===== src/rtl/reaction_pkg.sv =====
// Shared types and constants for the reaction-time trial controller.
package reaction_pkg;

  typedef enum logic [2:0] {
    IDLE   = 3'd0,
    WAIT   = 3'd1,
    TIMING = 3'd2,
    DONE   = 3'd3,
    CHEAT  = 3'd4
  } state_t;

  localparam logic [15:0] LFSR_SEED = 16'hACE1;
  // Fibonacci taps 16,14,13,11 mapped onto bit positions 15,13,12,10.
  localparam logic [15:0] LFSR_TAPS = 16'hB400;

  function automatic logic [15:0] lfsr_next(input logic [15:0] v);
    return {v[14:0], ^(v & LFSR_TAPS)};
  endfunction

endpackage


===== src/rtl/reaction_ctrl_tick_gen.sv =====
// Single-cycle tick enable every CLKFREQ/TICKFREQ clocks, with synchronous clear.
module tick_gen #(
  parameter int unsigned CLKFREQ  = 100_000_000,
  parameter int unsigned TICKFREQ = 1000
) (
  input  logic clk,
  input  logic reset,
  input  logic clr,
  output logic tick
);

  localparam int unsigned TICKDIV = CLKFREQ / TICKFREQ;
  localparam int unsigned CW      = (TICKDIV > 1) ? $clog2(TICKDIV) : 1;

  logic [CW-1:0] r_cnt;

  assign tick = (r_cnt == CW'(TICKDIV - 1));

  always_ff @(posedge clk) begin
    if (reset || clr || tick) r_cnt <= '0;
    else                      r_cnt <= r_cnt + CW'(1);
  end

endmodule


===== src/rtl/reaction_ctrl.sv =====
// Sequences one reaction-time trial: random pre-delay, stimulus LED, ms timing.
module reaction_ctrl
  import reaction_pkg::*;
#(
  parameter int unsigned CLKFREQ         = 100_000_000,
  parameter int unsigned TICKFREQ        = 1000,
  parameter int unsigned MAXMS           = 9999,
  parameter int unsigned DELAY_MIN       = 1000,
  parameter int unsigned DELAY_RAND_BITS = 12
) (
  input  logic                         clk,
  input  logic                         reset,
  input  logic                         start,
  input  logic                         stop,
  output logic                         led,
  output logic [$clog2(MAXMS+1)-1:0]   time_ms,
  output logic                         valid,
  output logic                         timeout,
  output logic                         cheat,
  output logic [2:0]                   state
);

  localparam int unsigned TW = $clog2(MAXMS + 1);
  localparam int unsigned DW = $clog2(DELAY_MIN + 2**DELAY_RAND_BITS);
  localparam logic [15:0] RAND_MASK = 16'((17'd1 << DELAY_RAND_BITS) - 17'd1);

  state_t        r_state;
  logic [15:0]   r_lfsr;
  logic [DW-1:0] r_delay;
  logic [TW-1:0] r_time;
  logic          r_led;
  logic          r_valid;
  logic          r_timeout;
  logic          r_cheat;

  logic          w_tick;
  logic          w_clr;
  logic [15:0]   w_rand;
  logic [DW-1:0] w_delay_init;

  assign w_rand       = r_lfsr & RAND_MASK;
  assign w_delay_init = DW'(DELAY_MIN) + DW'(w_rand);

  // Restart the tick phase on every edge entering WAIT or TIMING.
  always_comb begin
    w_clr = 1'b0;
    case (r_state)
      IDLE, DONE, CHEAT: w_clr = start;
      WAIT:              w_clr = !stop && w_tick && (r_delay == DW'(1));
      default:           w_clr = 1'b0;
    endcase
  end

  tick_gen #(
    .CLKFREQ (CLKFREQ),
    .TICKFREQ(TICKFREQ)
  ) u_tick (
    .clk  (clk),
    .reset(reset),
    .clr  (w_clr),
    .tick (w_tick)
  );

  always_ff @(posedge clk) begin
    if (reset) r_lfsr <= LFSR_SEED;
    else       r_lfsr <= lfsr_next(r_lfsr);
  end

  always_ff @(posedge clk) begin
    if (reset) begin
      r_state   <= IDLE;
      r_delay   <= '0;
      r_time    <= '0;
      r_led     <= 1'b0;
      r_valid   <= 1'b0;
      r_timeout <= 1'b0;
      r_cheat   <= 1'b0;
    end else begin
      case (r_state)
        IDLE, DONE, CHEAT: begin
          if (start) begin
            r_state   <= WAIT;
            r_delay   <= w_delay_init;
            r_time    <= '0;
            r_led     <= 1'b0;
            r_valid   <= 1'b0;
            r_timeout <= 1'b0;
            r_cheat   <= 1'b0;
          end
        end
        WAIT: begin
          if (stop) begin
            r_state <= CHEAT;
            r_cheat <= 1'b1;
            r_time  <= '0;
            r_led   <= 1'b0;
          end else if (w_tick) begin
            if (r_delay == DW'(1)) begin
              r_state <= TIMING;
              r_led   <= 1'b1;
            end
            r_delay <= r_delay - DW'(1);
          end
        end
        TIMING: begin
          if (stop) begin
            r_state <= DONE;
            r_led   <= 1'b0;
            r_valid <= 1'b1;
          end else if (w_tick) begin
            if (r_time == TW'(MAXMS - 1)) begin
              r_state   <= DONE;
              r_led     <= 1'b0;
              r_valid   <= 1'b1;
              r_timeout <= 1'b1;
            end
            r_time <= r_time + TW'(1);
          end
        end
        default: begin
          r_state   <= IDLE;
          r_time    <= '0;
          r_led     <= 1'b0;
          r_valid   <= 1'b0;
          r_timeout <= 1'b0;
          r_cheat   <= 1'b0;
        end
      endcase
    end
  end

  assign state   = r_state;
  assign led     = r_led;
  assign time_ms = r_time;
  assign valid   = r_valid;
  assign timeout = r_timeout;
  assign cheat   = r_cheat;

endmodule


===== config.mk =====
export PLATFORM = sky130hd
export DESIGN_NAME = reaction_ctrl
export DESIGN_NICKNAME = d
export VERILOG_FILES = /design/src/rtl/reaction_pkg.sv /design/src/rtl/reaction_ctrl_tick_gen.sv /design/src/rtl/reaction_ctrl.sv
export SDC_FILE = /design/constraint.sdc
export NUM_CORES = 1
export LEC_CHECK = 0
export BUFFER_PORTS_ARGS = -buffer_cell sky130_fd_sc_hd__buf_4
export CORE_MARGIN = 2
export CORE_UTILIZATION = 35
export CTS_BUF_LIST = sky130_fd_sc_hd__clkbuf_8
export DETAILED_ROUTE_END_ITERATION = 10
export GPL_ROUTABILITY_DRIVEN = 1
export PLACE_DENSITY = 0.59
export SLEW_MARGIN = 20
export SYNTH_ARGS = -nofsm -noshare
export SYNTH_HDL_FRONTEND = slang
export SYNTH_SLANG_ARGS = --single-unit
export TNS_END_PERCENT = 30

===== constraint.sdc =====
create_clock -name clk -period 2.01 [get_ports clk]
set_input_delay 0.201 -clock clk [delete_from_list [all_inputs] [get_ports clk]]
set_output_delay 0.201 -clock clk [all_outputs]
set_load 0.03 [all_outputs]

## Word-level counts from Yosys, hierarchy flattened

Index checks and enable logic that the tools add are counted.

- Register bits: 67
- Bits of input ports: 4
- Output and inout port bits: 21
- Word-level logic and storage cells: 82

- Add/sub/neg operators: 4
- Equality and inequality tests: 18
- Multiplexer cells: 34
- Bitwise operators: 2
- Reduce and logical (&&, ||, !) cells: 15

Operator list:

| kind | count |
|---|---|
| two-way mux 14 bit | 4 |
| case mux 14 bit (3 select lines) | 1 |
| two-way mux 13 bit | 3 |
| case mux 13 bit (2 select lines) | 1 |
| two-way mux 3 bit | 7 |
| adder 17 x 1 -> 17 bit (second input constant) | 1 |
| equality test 17 bit (second input constant) | 1 |
| XOR reduction 16 bit | 1 |
| adder 14 x 1 -> 14 bit (second input constant) | 1 |
| equality test 14 bit (second input constant) | 1 |
| adder 10 x 12 -> 13 bit (first input constant) | 1 |
| equality test 13 x 1 -> 1 bit (second input constant) | 1 |
| subtractor 13 x 1 -> 13 bit (second input constant) | 1 |
| two-way mux 1 bit | 12 |
| case mux 1 bit (3 select lines) | 4 |
| AND reduction 4 bit | 3 |
| inequality test 2 bit (second input constant) | 5 |
| AND reduction 5 bit | 2 |
| case mux 3 bit (3 select lines) | 1 |
| equality test 3 x 2 -> 1 bit (second input constant) | 2 |
| inequality test 3 x 2 -> 1 bit (second input constant) | 2 |
| inequality test 3 bit (second input constant) | 2 |
| inequality test 2 x 1 -> 1 bit (second input constant) | 2 |
| equality test 3 x 1 -> 1 bit (second input constant) | 1 |
| 10 further kinds | 13 |

## Longest topological paths before layout

- Depth in word-level cells: 6
- Depth in mapped cells: 7
- Depth with buffers taken out: 7

## Modules after synthesis

A second synthesis with hierarchy kept.

- Cell total of the unflattened synthesis: 401
- Area, all modules: 3,492.1 µm²

Modules (own cells, without submodules):

| module | instances | cells an instance | area an instance (µm²) |
|---|---|---|---|
| reaction_ctrl | 1 | 314 | 2,628.8 |
| tick_gen | 1 | 87 | 863.3 |

## Worst setup path before layout

Ideal clock, no wire load.

- Path kind: register -> register
- Start: reg r_state[2] (netlist: state[2])
- End: reg r_time[11] (netlist: time_ms[11])
- Setup time: 0.138 ns
- Arrival time: 2.065 ns
- Data required time: 1.872 ns
- Path slack: -0.193 ns
- Cell stages (with the launch flop): 8
- Path through: dfxtp_1 -> clkbuf_1 -> nor4b_1 -> or3_1 -> buf_2 -> clkbuf_1 -> o41ai_1 -> a21oi_1

- Cells in the longest elaborated chain, start to end: 4
- Elaborated cells between the ends (all ways): 12

Ends and longest elaborated chain:

| item | RTL line | text |
|---|---|---|
| start, declared | reaction_ctrl.sv:27 | `state_t r_state;` |
| start signal, assigned | reaction_ctrl.sv:71 | `r_state <= IDLE;` |
| start signal, assigned | reaction_ctrl.sv:82 | `r_state <= WAIT;` |
| start signal, assigned | reaction_ctrl.sv:93 | `r_state <= CHEAT;` |
| equality test 3 x 2 -> 1 bit, or another cell as far along | reaction_ctrl.sv:79 | `case (r_state)` |
| OR reduction 3 bit | reaction_ctrl.sv:79 |  |
| inequality test 2 bit (no line) | n/a |  |
| AND reduction 4 bit (no line) | n/a |  |
| end signal, assigned | reaction_ctrl.sv:117 | `r_time <= r_time + TW'(1);` |
| end, declared | reaction_ctrl.sv:30 | `logic [TW-1:0] r_time;` |

Parallel ways exist; a longest one is shown, timed or not.
A chain may end at the register's enable or synchronous reset.

## Final worst setup path

- Start: reg u_tick.r_cnt[14]
- End: reg r_time[5] (netlist: time_ms[5])

- Cells in the longest elaborated chain, start to end: 3

Ends and longest elaborated chain:

| item | RTL line | text |
|---|---|---|
| start, declared | reaction_ctrl_tick_gen.sv:15 | `logic [CW-1:0] r_cnt;` |
| start signal, assigned | reaction_ctrl_tick_gen.sv:21 | `else r_cnt <= r_cnt + CW'(1);` |
| equality test 17 bit | reaction_ctrl_tick_gen.sv:17 | `assign tick = (r_cnt == CW'(TICKDIV - 1));` |
| inequality test 2 x 1 -> 1 bit (no line) | n/a |  |
| AND reduction 4 bit (no line) | n/a |  |

No other way between the ends.

==> reports/qor.yml <==
floorplanning:
  die_area_um2: 10400
  num_rows: 35
  coreArea_um2: 9280
  ios: 25
  dieHeight_um: 102
  initial_core_util: 0.363
  die_w_um: 102
power_and_ir_drop:
  intPower_uw: 2770
  p_per_area_nw_per_um2: 1000
  power_leakage_uw: 0.00161
  power_uw: 4370
  p_seq_frac: 0.363
  irDropWorstVdd_uv: 373
  p_clk_frac: 0.263
  power_switching_uw: 1600
  power_frac_comb: 0.374
  power.share.switching: 0.366
synth:
  ys_seq_area_frac: 0.398
  postSynth.asyncResetShare: 0
  synthDistinctLibCells: 53
  synthTopCellsByCount: "dfxtp_1, nor2_1, a21oi_1"
  post-synth-top-count-cell: "dfxtp_1"
  synth.area.top_cells: "dfxtp_1, a21oi_1, nor2_1"
  synth_top_area_frac: 0.398
  synth-seq-cells: 67
  synth_ff_type: "dfxtp_1"
  syn_area_um2: 3370
  synth_area_per_cell_um2: 8.33
  yosysWarnings: 0
  syn-instance-count: 404
  yosysTopAreaCell: "dfxtp_1"
  syn-num-nets: 414
  synth_edf_count: 0
drt:
  ant_nets: 0
  wirelength_mm: 8.13
  drc: 0
  via_per_inst: 5.20
  drt_iter0_drc: 161
  drtPass1Iterations: 4
  vias: 3127
  routedWlPerCell_um: 13.5
sta:
  timing.final.ws_setup_ns: -0.117
  timing.hold.ws_ns: 0.253
  post-route-min-period_ns: 2.13
  setup_viol: 14
  rsz0062_at_grt: "true"
  tns_ns: -0.696
  fin_crit_sh: 1.06
  hold_viol_final: 0
  maxSlewViolCount: 0
  worst_slew_pin_slew_ns: 0.722
  skew_ns: 0.0121
  max_slew_margin: 0.516
  max_clock_freq_mhz: 470
grt:
  antenna_found_initial: 0
  grt_overflow: 0
  grt_max_degree: 40
  grt_pass1_vias: 2944
  grt_pass1_wl_mm: 13.9
  grtUsageTotal: 0.168
clock_tree:
  clk_path_buf_depth: 2
  path_clk_slew_ns: 0.08
  root_buffer: "clkbuf_8"
  cts_buffers: 9
  cts_tree: "built"
  h-tree-depth: 3
  clock_latency_ns: 0.36
  ctsHoldBuffers: 0
  clkSinkCount: 67
placement:
  port_buffers: 24
  hpwl_mm: 5.67
  gp_congestion: 0.844
worst_setup_path:
  critPathLaunchType: "register"
  worstSetupEndpointType: "register"
  arrival_ns: 2.42
  crit_required_ns: 2.30
  critPathMaxFanout: 8
  worstSetupPathType: "reg -> reg"
  rrSetupSlack_ns: -0.12
cells_and_area:
  fin_util: 0.469
  syn_to_final_growth_pct: 29.4
  nNetsFinal: 477
  n_fill_cell: 931
  drive_gt1_frac: 0.278
  diodes: 0
status:
  outcome: "finished, violations left"
  violations: "negative setup slack"
flow_run:
  cap_violations: 0
worst_hold_path:
  hp-class: "in -> reg"
[timing repair]
item | CTS | global route
endpoints found under the hold margin | 0 | 0
gates cloned | 1 | 0
setup buffers | 1 | 0
pin swaps | 11 | 10
gates resized for setup | 10 | 12
endpoints found under the setup margin | 23 | 33
[critical path, cell delays in order, from the launching register on]
cell	delay, ns
dfxtp_2	0.32
or4bb_4	0.55
nor4_4	0.27
buf_4	0.18
a21oi_4	0.09
or4_4	0.53
a21oi_2	0.12
[registers in the layout, summed over array words and instances (netlist names)]
| register | flops |
|---|---|
| timeout | 1 |
| r_delay | 13 |
| state | 3 |
| cheat | 1 |
| valid | 1 |
| u_tick.r_cnt | 17 |
| led | 1 |
| time_ms | 14 |
| r_lfsr | 16 |
[placed cells by master (no fill, tap or decap), types with 3 or more instances in the layout]
cell type	n
a211oi_1	4
a21oi_1	32
a21oi_2	4
and3_1	7
buf_12	3
buf_4	67
clkbuf_8	10
dfxtp_1	60
dfxtp_2	7
ha_1	6
inv_1	10
mux2i_1	4
nand2_1	32
nand2b_1	5
nand3_1	14
nand4_1	6
nand4b_1	3
nor2_1	40
nor2b_1	9
nor3_1	15
nor4_1	5
nor4b_1	3
nor4b_2	3
o211ai_1	5
o21a_1	3
o21ai_0	5
o21ai_1	17
o21ai_2	3
o31ai_1	4
o31ai_2	3
or2_2	8
or3_1	3
or4_1	8
xnor2_1	12
xor2_1	12
[power groups by stage]
stage	clock [uW]	sequential [uW]	combinational, uW
2_1_floorplan	0	1630	957
3_3_place_gp	0	1610	1520
3_5_place_dp	0	1610	1520
4_1_cts	1180	1580	1590
5_1_grt	1230	1610	1810
6_report	1150	1590	1630
[layer usage]
metal | part of all wire | vias up | wire (um) | track usage
li1 | - | 1589 | - | -
met1 | 0.49 | 1477 | 4030 | 0.224
met2 | 0.45 | 51 | 3680 | 0.265
met3 | 0.041 | 10 | 333 | 0.0492
met4 | 0.012 | 0 | 98 | 0.0503
met5 | 0 | - | 0 | 0
[logic make-up (layout without fill, tap and decap cells)]
group	count (synthesis)	in the layout	synth area share
AO/OA/AOI/OAI	92	93	0.168
adder cells (fa/ha/maj)	6	6	0.0223
XOR/XNOR	24	24	0.0624
AND/OR/NAND/NOR	180	180	0.299
buffers and inverters	31	98	0.0375
multiplexers	4	4	0.0119
flip-flops	67	67	0.398
[metrics by stage]
stage	cells	worst slack (ns)	instance area [um2]
after floorplan	404	-0.0382	3400
after global placement	583	-0.0950	4040
after detailed placement	583	-0.108	4040
after CTS	601	-0.0977	4300
after global routing	601	-0.191	4360
final	601	-0.117	4360
[area by class of cell]
type	count	area [um2]	share of cell area
Sequential cell	67	1350	0.310
Tap cell	129	161	0.0370
Inverter	10	37.5	0.00862
Clock inverter	6	65.1	0.0149
Multi-Input combinational cell	307	2020	0.464
Clock buffer	10	138	0.0316
Timing Repair Buffer	72	586	0.134
[worst paths after layout]
kind                                from                       to  cells past startpoint
max reg2reg  u_tick.r_cnt[14]$_SDFF_PP0_  time_ms[5]$_SDFFE_PP0P_                      6
max          u_tick.r_cnt[14]$_SDFF_PP0_  time_ms[5]$_SDFFE_PP0P_                      6
min reg2reg        r_lfsr[14]$_SDFF_PP0_    r_lfsr[15]$_SDFF_PP1_                      1
min                                 stop  time_ms[0]$_SDFFE_PP0P_                      4
(Power assumes the default switching activity.)
